$ cat config.mk
export PLATFORM = sky130hd
export DESIGN_NAME = mem_access_unit
export DESIGN_NICKNAME = d
export VERILOG_FILES = /design/src/rtl/mem_access_unit.sv
export SDC_FILE = /design/constraint.sdc
export NUM_CORES = 1
export LEC_CHECK = 0
export ABC_AREA = 1
export BUFFER_PORTS_ARGS = -buffer_cell sky130_fd_sc_hd__buf_2
export CORE_ASPECT_RATIO = 1.4
export CORE_MARGIN = 4
export CORE_UTILIZATION = 45
export DETAILED_ROUTE_END_ITERATION = 10
export PLACE_DENSITY = 0.87
export SLEW_MARGIN = 10
export SYNTH_ARGS = -nofsm -noshare
export SYNTH_HDL_FRONTEND = slang
export SYNTH_SLANG_ARGS = --single-unit
$ cat constraint.sdc
create_clock -name clk -period 1.77 [get_ports clk]
set_clock_uncertainty 0.2 [all_clocks]
set_input_delay 0.2655 -clock clk [delete_from_list [all_inputs] [get_ports clk]]
set_output_delay 0.2655 -clock clk [all_outputs]
set_load 0.01 [all_outputs]
$ cat src/rtl/mem_access_unit.sv
// mem_access_unit: MEM-stage data-memory access over a req/gnt/rvalid bus.
// Optional MISALIGN_TRAP_EN: trap misaligned accesses instead of aligning them.
module mem_access_unit #(
    parameter int TIMEOUT = 16,
    parameter int CNT_W   = 5
) (
    input  logic        clk,
    input  logic        reset,
    input  logic        MemRead_in,
    input  logic        MemWrite_in,
    input  logic [2:0]  funct3_in,
    input  logic [31:0] address_in,
    input  logic [31:0] write_data_in,
    output logic        mem_req,
    output logic        mem_we,
    output logic [31:0] mem_addr,
    output logic [31:0] mem_wdata,
    output logic [3:0]  mem_wstrb,
    input  logic        mem_gnt,
    input  logic        mem_rvalid,
    input  logic [31:0] mem_rdata,
    output logic [31:0] read_data_out,
    output logic        stall_out,
    output logic        bus_err_out,
    output logic        misalign_err_out
);

    typedef enum logic [1:0] {
        IDLE   = 2'd0,
        REQ    = 2'd1,
        WAIT_R = 2'd2,
        DONE   = 2'd3
    } state_t;

    state_t            r_state;
    state_t            w_next;

    logic              r_req;
    logic              r_we;
    logic [31:0]       r_addr;
    logic [31:0]       r_wdata;
    logic [3:0]        r_wstrb;
    logic [31:0]       r_rdata;
    logic              r_bus_err;
    logic              r_mis_err;
    logic [CNT_W-1:0]  r_cnt;
    logic [1:0]        r_off;
    logic [2:0]        r_f3;

    logic              w_access;
    logic              w_is_b;
    logic              w_is_h;
    logic [1:0]        w_off;
    logic [31:0]       w_wdata;
    logic [3:0]        w_wstrb;
    logic              w_timeout;
    logic              w_trap;
    logic [7:0]        w_byte;
    logic [15:0]       w_half;
    logic [31:0]       w_load;

    assign w_access  = MemRead_in | MemWrite_in;
    assign w_timeout = (r_cnt == CNT_W'(TIMEOUT - 1));

    // Access size; stores only recognise SB/SH exactly, loads ignore sign bit
    always_comb begin
        w_is_b = 1'b0;
        w_is_h = 1'b0;
        if (MemWrite_in) begin
            w_is_b = (funct3_in == 3'b000);
            w_is_h = (funct3_in == 3'b001);
        end else begin
            w_is_b = (funct3_in[1:0] == 2'b00);
            w_is_h = (funct3_in[1:0] == 2'b01);
        end
    end

`ifdef MISALIGN_TRAP_EN
    logic w_mis;
    assign w_mis  = (w_is_h & address_in[0]) |
                    (~w_is_b & ~w_is_h & (address_in[1:0] != 2'b00));
    assign w_trap = w_mis;
`else
    assign w_trap = 1'b0;
`endif

    // Byte offset forced to the access size, then store lane replication
    always_comb begin
        w_off   = 2'b00;
        w_wdata = write_data_in;
        w_wstrb = 4'b1111;
        unique case (1'b1)
            w_is_b: begin
                w_off   = address_in[1:0];
                w_wdata = {4{write_data_in[7:0]}};
                w_wstrb = 4'b0001 << address_in[1:0];
            end
            w_is_h: begin
                w_off   = {address_in[1], 1'b0};
                w_wdata = {2{write_data_in[15:0]}};
                w_wstrb = 4'b0011 << {address_in[1], 1'b0};
            end
            default: begin
                w_off   = 2'b00;
                w_wdata = write_data_in;
                w_wstrb = 4'b1111;
            end
        endcase
    end

    // Lane select and sign/zero extension of the returned word
    always_comb begin
        w_byte = mem_rdata[{r_off, 3'b000} +: 8];
        w_half = mem_rdata[{r_off[1], 4'b0000} +: 16];
        unique case (r_f3[1:0])
            2'b00:   w_load = {{24{w_byte[7] & ~r_f3[2]}}, w_byte};
            2'b01:   w_load = {{16{w_half[15] & ~r_f3[2]}}, w_half};
            default: w_load = mem_rdata;
        endcase
    end

    // State register
    always_ff @(posedge clk or negedge reset) begin
        if (!reset) begin
            r_state <= IDLE;
        end else begin
            r_state <= w_next;
        end
    end

    // Next-state logic
    always_comb begin
        w_next = r_state;
        unique case (r_state)
            IDLE: begin
                if (w_access) begin
                    w_next = w_trap ? DONE : REQ;
                end
            end
            REQ: begin
                if (mem_gnt) begin
                    w_next = r_we ? DONE : WAIT_R;
                end else if (w_timeout) begin
                    w_next = DONE;
                end
            end
            WAIT_R: begin
                if (mem_rvalid || w_timeout) begin
                    w_next = DONE;
                end
            end
            DONE: begin
                w_next = IDLE;
            end
            default: begin
                w_next = IDLE;
            end
        endcase
    end

    // Bus outputs, load result, timeout counter and error pulses
    always_ff @(posedge clk or negedge reset) begin
        if (!reset) begin
            r_req     <= 1'b0;
            r_we      <= 1'b0;
            r_addr    <= 32'h0;
            r_wdata   <= 32'h0;
            r_wstrb   <= 4'h0;
            r_rdata   <= 32'h0;
            r_bus_err <= 1'b0;
            r_mis_err <= 1'b0;
            r_cnt     <= '0;
            r_off     <= 2'b00;
            r_f3      <= 3'b000;
        end else begin
            r_bus_err <= 1'b0;
            r_mis_err <= 1'b0;
            unique case (r_state)
                IDLE: begin
                    if (w_access) begin
                        if (w_trap) begin
                            r_mis_err <= 1'b1;
                            if (!MemWrite_in) begin
                                r_rdata <= 32'h0;
                            end
                        end else begin
                            r_req   <= 1'b1;
                            r_we    <= MemWrite_in;
                            r_addr  <= {address_in[31:2], 2'b00};
                            r_wdata <= w_wdata;
                            r_wstrb <= MemWrite_in ? w_wstrb : 4'b0000;
                            r_cnt   <= '0;
                            r_off   <= w_off;
                            r_f3    <= funct3_in;
                        end
                    end
                end
                REQ: begin
                    r_cnt <= r_cnt + CNT_W'(1);
                    if (mem_gnt) begin
                        r_req <= 1'b0;
                    end else if (w_timeout) begin
                        r_req     <= 1'b0;
                        r_bus_err <= 1'b1;
                        if (!r_we) begin
                            r_rdata <= 32'h0;
                        end
                    end
                end
                WAIT_R: begin
                    r_cnt <= r_cnt + CNT_W'(1);
                    if (mem_rvalid) begin
                        r_rdata <= w_load;
                    end else if (w_timeout) begin
                        r_bus_err <= 1'b1;
                        r_rdata   <= 32'h0;
                    end
                end
                default: begin
                end
            endcase
        end
    end

    assign stall_out = ((r_state == IDLE) & w_access) |
                       (r_state == REQ) | (r_state == WAIT_R);

    assign mem_req          = r_req;
    assign mem_we           = r_we;
    assign mem_addr         = r_addr;
    assign mem_wdata        = r_wdata;
    assign mem_wstrb        = r_wstrb;
    assign read_data_out    = r_rdata;
    assign bus_err_out      = r_bus_err;
    assign misalign_err_out = r_mis_err;

endmodule

# After elaboration in Yosys (flattened, before gate mapping)
# Index checks and enable logic that the tools add are counted.
# Widths: inputs -> output; s select.
[op_classes]
addsub = 1
n_eq_ne = 14
n_shift = 4
muxes = 29
bitwise_logic = 7
reduce_logical = 14
[ops]
columns = ["op", "n"]
rows = [
  ["$pmux 32 s2", 3],
  ["$mux 32", 5],
  ["$shiftx 32x6->16", 1],
  ["$shiftx 32x6->8", 1],
  ["$ne 2x2->1 const B", 5],
  ["$pmux 5 s2", 1],
  ["$mux 1", 9],
  ["$mux 2", 4],
  ["$pmux 2 s4", 1],
  ["$pmux 4 s2", 1],
  ["$eq 2x1->1 const B", 3],
  ["$logic_not 2->1", 3],
  ["$ne 3x3->1 const B", 2],
  ["$reduce_and 3->1", 2],
  ["$reduce_bool 2->1", 3],
  ["$add 5x1->5 const B", 1],
  ["$eq 5x4->1 const B", 1],
  ["$mux 5", 1],
  ["$reduce_and 5->1", 1],
  ["$eq 2x2->1 const B", 2],
  ["$mux 4", 1],
  ["$pmux 1 s2", 2],
  ["$pmux 2 s2", 1],
  ["$reduce_and 2->1", 2],
  ["other kinds (9)", 13],
]
[word_totals]
reg_bits = 113
in_bits = 105
wordCells = 80

# Depth between registers and ports, before layout
[depth]
word_depth = 5
ltp_mapped = 11

# Least setup slack after synthesis
# OpenSTA, ideal clock, no wires.
[synth_path]
path_kind = "flip-flop to flip-flop"
from = "register r_cnt[0]"
to = "register r_rdata[16] (netlist: read_data_out[16])"
setup_ns = 0.117
t_arrival_ns = 1.496
required_ns = 1.453
setup_slack_ns = -0.043
path_stages_with_launch = 11
synth_period_minus_slack_ns = 1.813
path_cell_list = "dfrtp_1 ha_1 inv_1 nor3_1 ha_1 nand3_1 o21ai_2 nand2_1 clkbuf_1 nand2_1 nand2_1"
[synth_between]
elab_chain_len = 3
[synth_lines]
columns = ["element", "line", "source"]
rows = [
  ["start, declared", "46", "logic [CNT_W-1:0] r_cnt;"],
  ["start signal, assigned", "199", "r_cnt <= r_cnt + CNT_W'(1);"],
  ["start signal, assigned", "211", "r_cnt <= r_cnt + CNT_W'(1);"],
  ["$eq 5x4->1 *", "63", "assign w_timeout = (r_cnt == CNT_W'(TIMEOUT - 1));"],
  ["$ne 3x3->1 (no source line) or $ne 2x2->1 (tied branches)", "-", ""],
  ["$reduce_and 5->1 (no source line) *", "-", ""],
  ["end signal, assigned", "213", "r_rdata <= w_load;"],
  ["end, declared", "43", "logic [31:0] r_rdata;"],
]
# Mark *: on every way between the ends. The rest lies on a longest branch, timed or not.
# A chain may end at the register's enable or synchronous reset.

# Final worst setup path
# Same ends and word-level chain as after synthesis.

==> results.ini <==
[run_status]
status = finished with violations
violations = negative setup slack

[route]
drt_iter0_drc = 327
vias = 6186
drc = 0
ant_nets = 0
dr.pass1.iters = 5
routed_wl_mm = 19.5
viasPerCell = 5.15
post_drt_wl_per_cell_um = 16.2

[global_routing]
grt_pass1_wl_mm = 29.6
grt-ovfl-total = 0
groute.usage.overall_pct = 26.3
grt_max_degree = 40
antenna_found_initial = 0
grt_pass1_vias = 6159

[sta]
setup_viol_count_final = 36
finalCritPeriodShare_pct = 114
fmax_mhz = 494
min_period_ps = 2030
rsz0062_at_grt = true
report.final.slew_viol_count = 0
setup_ws_ps = -255
holdWs_ps = 8.13
final-hold-violation-count = 0

[setup_path]
cp-startpoint = r_cnt[0]
start_kind = register
cp.arrival_ps = 2170
required_ps = 1920
cp_max_fo = 7
critPathKind = register to register
rr_startpoint = r_cnt[0]
worstSetupEndpointType = register

[final_layout]
drive_gt1_share_pct = 32.5
n_antenna_cell = 0
fillers = 865
area.growth.synth_to_final_pct = 54.0
nets = 1153
fin_cells = 1202

[floorplan]
pin_count = 210
die_area_um2 = 14200
start_util_pct = 46.5
core_area_um2 = 11900
die_h_um = 139
rows = 47
fp.dieW_um = 102

[place]
pre_cts_ws_ps = -139
dp_hpwl_mm = 11.9
placed_cells = 1092
place.gp.congestion = 0.907
portBuffers = 206

[min_path]
hold_class = input port to register
min_from = mem_rdata[10]

[clock_tree]
clock_latency_ps = 410
cts_buffer_depth = 2
clock-sinks = 113
path_clk_slew_ps = 60
cts_root_buf = clkbuf_16
cts_tree = yes
numCtsBuffers = 17
htreeDepth = 4

[logic_synthesis]
synthTopCellsByCount = nand2_1, dfrtp_1, nor2_1
ys.flop_type = dfrtp_1
syn_area_um2 = 5550
synth_edf_count = 0
ys_warn_count = 0
ys_types = 29
synth_area_per_cell_um2 = 7.46
syn-instance-count = 744
synth-seq-cells = 113
yosys.area.top_type = dfrtp_1
yosysTopAreaCellShare_pct = 51.0
ys_seq_area_share_pct = 51.0
synth.most_common_cell = nand2_1
async_reset_ff_share_pct = 100
ys_top_cells_by_area = dfrtp_1, nand2_1, nor2_1

[power]
power_mw = 15.4
cellPowerDensity_nw_per_um2 = 1800
leakage_nw = 4.78
ir_worst_vdd_uv = 839

[run]
maxCapViolations = 0

-- through the flow --
stage | area [um2] | setup TNS (ps) | util [%]
floorplan | 5560 | 0 | -
global placement | 6900 | -30.1 | 57.8
detailed placement | 6900 | -3150 | 57.8
CTS | 8340 | -7150 | 69.8
global route | 8550 | -10160 | 71.6
finish | 8550 | -7480 | 71.6
-- worst max-delay path, stage by stage (launching register included) --
cell,delay (ps)
dfrtp_1,360
ha_2,200
inv_2,50
nor3_4,150
ha_2,230
nand3_2,100
o21ai_4,120
nand2_8,140
buf_12,180
nor2_4,70
nand2_1,70
nand2_1,90
-- kinds of logic (layout without fill, tap and decap cells) --
group | after synthesis | count (layout) | share of synthesized area, %
AND/OR/NAND/NOR | 458 | 458 | 32.7
flip-flops | 113 | 113 | 51.0
buffers and inverters | 86 | 395 | 6.63
AO/OA/AOI/OAI | 80 | 80 | 8.28
adder cells (fa/ha/maj) | 6 | 6 | 1.35
other | 1 | 3 | 0.0676
-- placed cells by master (no fill, tap or decap), types with 5 or more instances in the layout --
cell and count:
nand3_1 21, dlygate4sd3_1 59, nand2_2 7, nor2_2 10, buf_2 204, inv_6 5
nor2_1 58, o21ai_0 30, nor2_4 13, a21oi_1 6, buf_12 7, inv_2 9
clkbuf_16 18, dfrtp_1 113, o21bai_1 17, nand2_1 339, inv_1 41, buf_4 35
o21ai_1 19
-- flip-flops by register name, indices dropped and copies added (netlist names) --
name,cells
mem_req,1
bus_err_out,1
r_off,2
mem_we,1
mem_wdata,32
mem_wstrb,4
r_state,2
read_data_out,32
r_f3,3
r_cnt,5
mem_addr,30
-- power by group --
group          leakage [nW]  switching (mW)  internal [mW]  total [mW]
combinational          3.05            4.34           2.86        7.20
sequential             1.43           0.713           3.82        4.54
clock                 0.305            1.29           2.37        3.67
total                  4.78            6.34           9.06        15.4
-- final timing paths --
kind / end / slack (ps) / depth (start not counted)
max: read_data_out[16] / -260 / 11
min: read_data_out[10] / 8 / 5
max reg2reg: read_data_out[16] / -260 / 11
min reg2reg: read_data_out[19] / 270 / 2
max in group asynchronous: mem_addr[24] / 670 / 3
min in group asynchronous: mem_wdata[15] / 110 / 2
-- what timing repair did --
| item | CTS | global route |
|---|---|---|
| setup buffers | 6 | 11 |
| gates resized for setup | 41 | 29 |
| cloned | 2 | 1 |
| hold buffers | 59 | 0 |
| endpoints found under the hold margin | 173 | 0 |
| setup endpoints to repair | 38 | 87 |
| pin swaps | 9 | 16 |
-- per-layer routing --
| metal | wire (um) | vias up | track usage (%) |
|---|---|---|---|
| li1 | - | 2886 | - |
| met1 | 6900 | 2869 | 30.2 |
| met2 | 9970 | 351 | 44.7 |
| met3 | 1700 | 80 | 7.16 |
| met4 | 899 | 0 | 12.2 |
| met5 | 0 | - | 0 |
-- cell type report --
cell class	instances	area, um2	share of cell area (%)
sequential	113	2830	33.1
clock inverter	15	206	2.42
timing repair buffer	310	2120	24.8
clock buffer	17	425	4.98
inverter	53	206	2.42
tap	147	184	2.15
multi-input combinational	547	2580	30.2
Power figures use the tool's default switching activity.
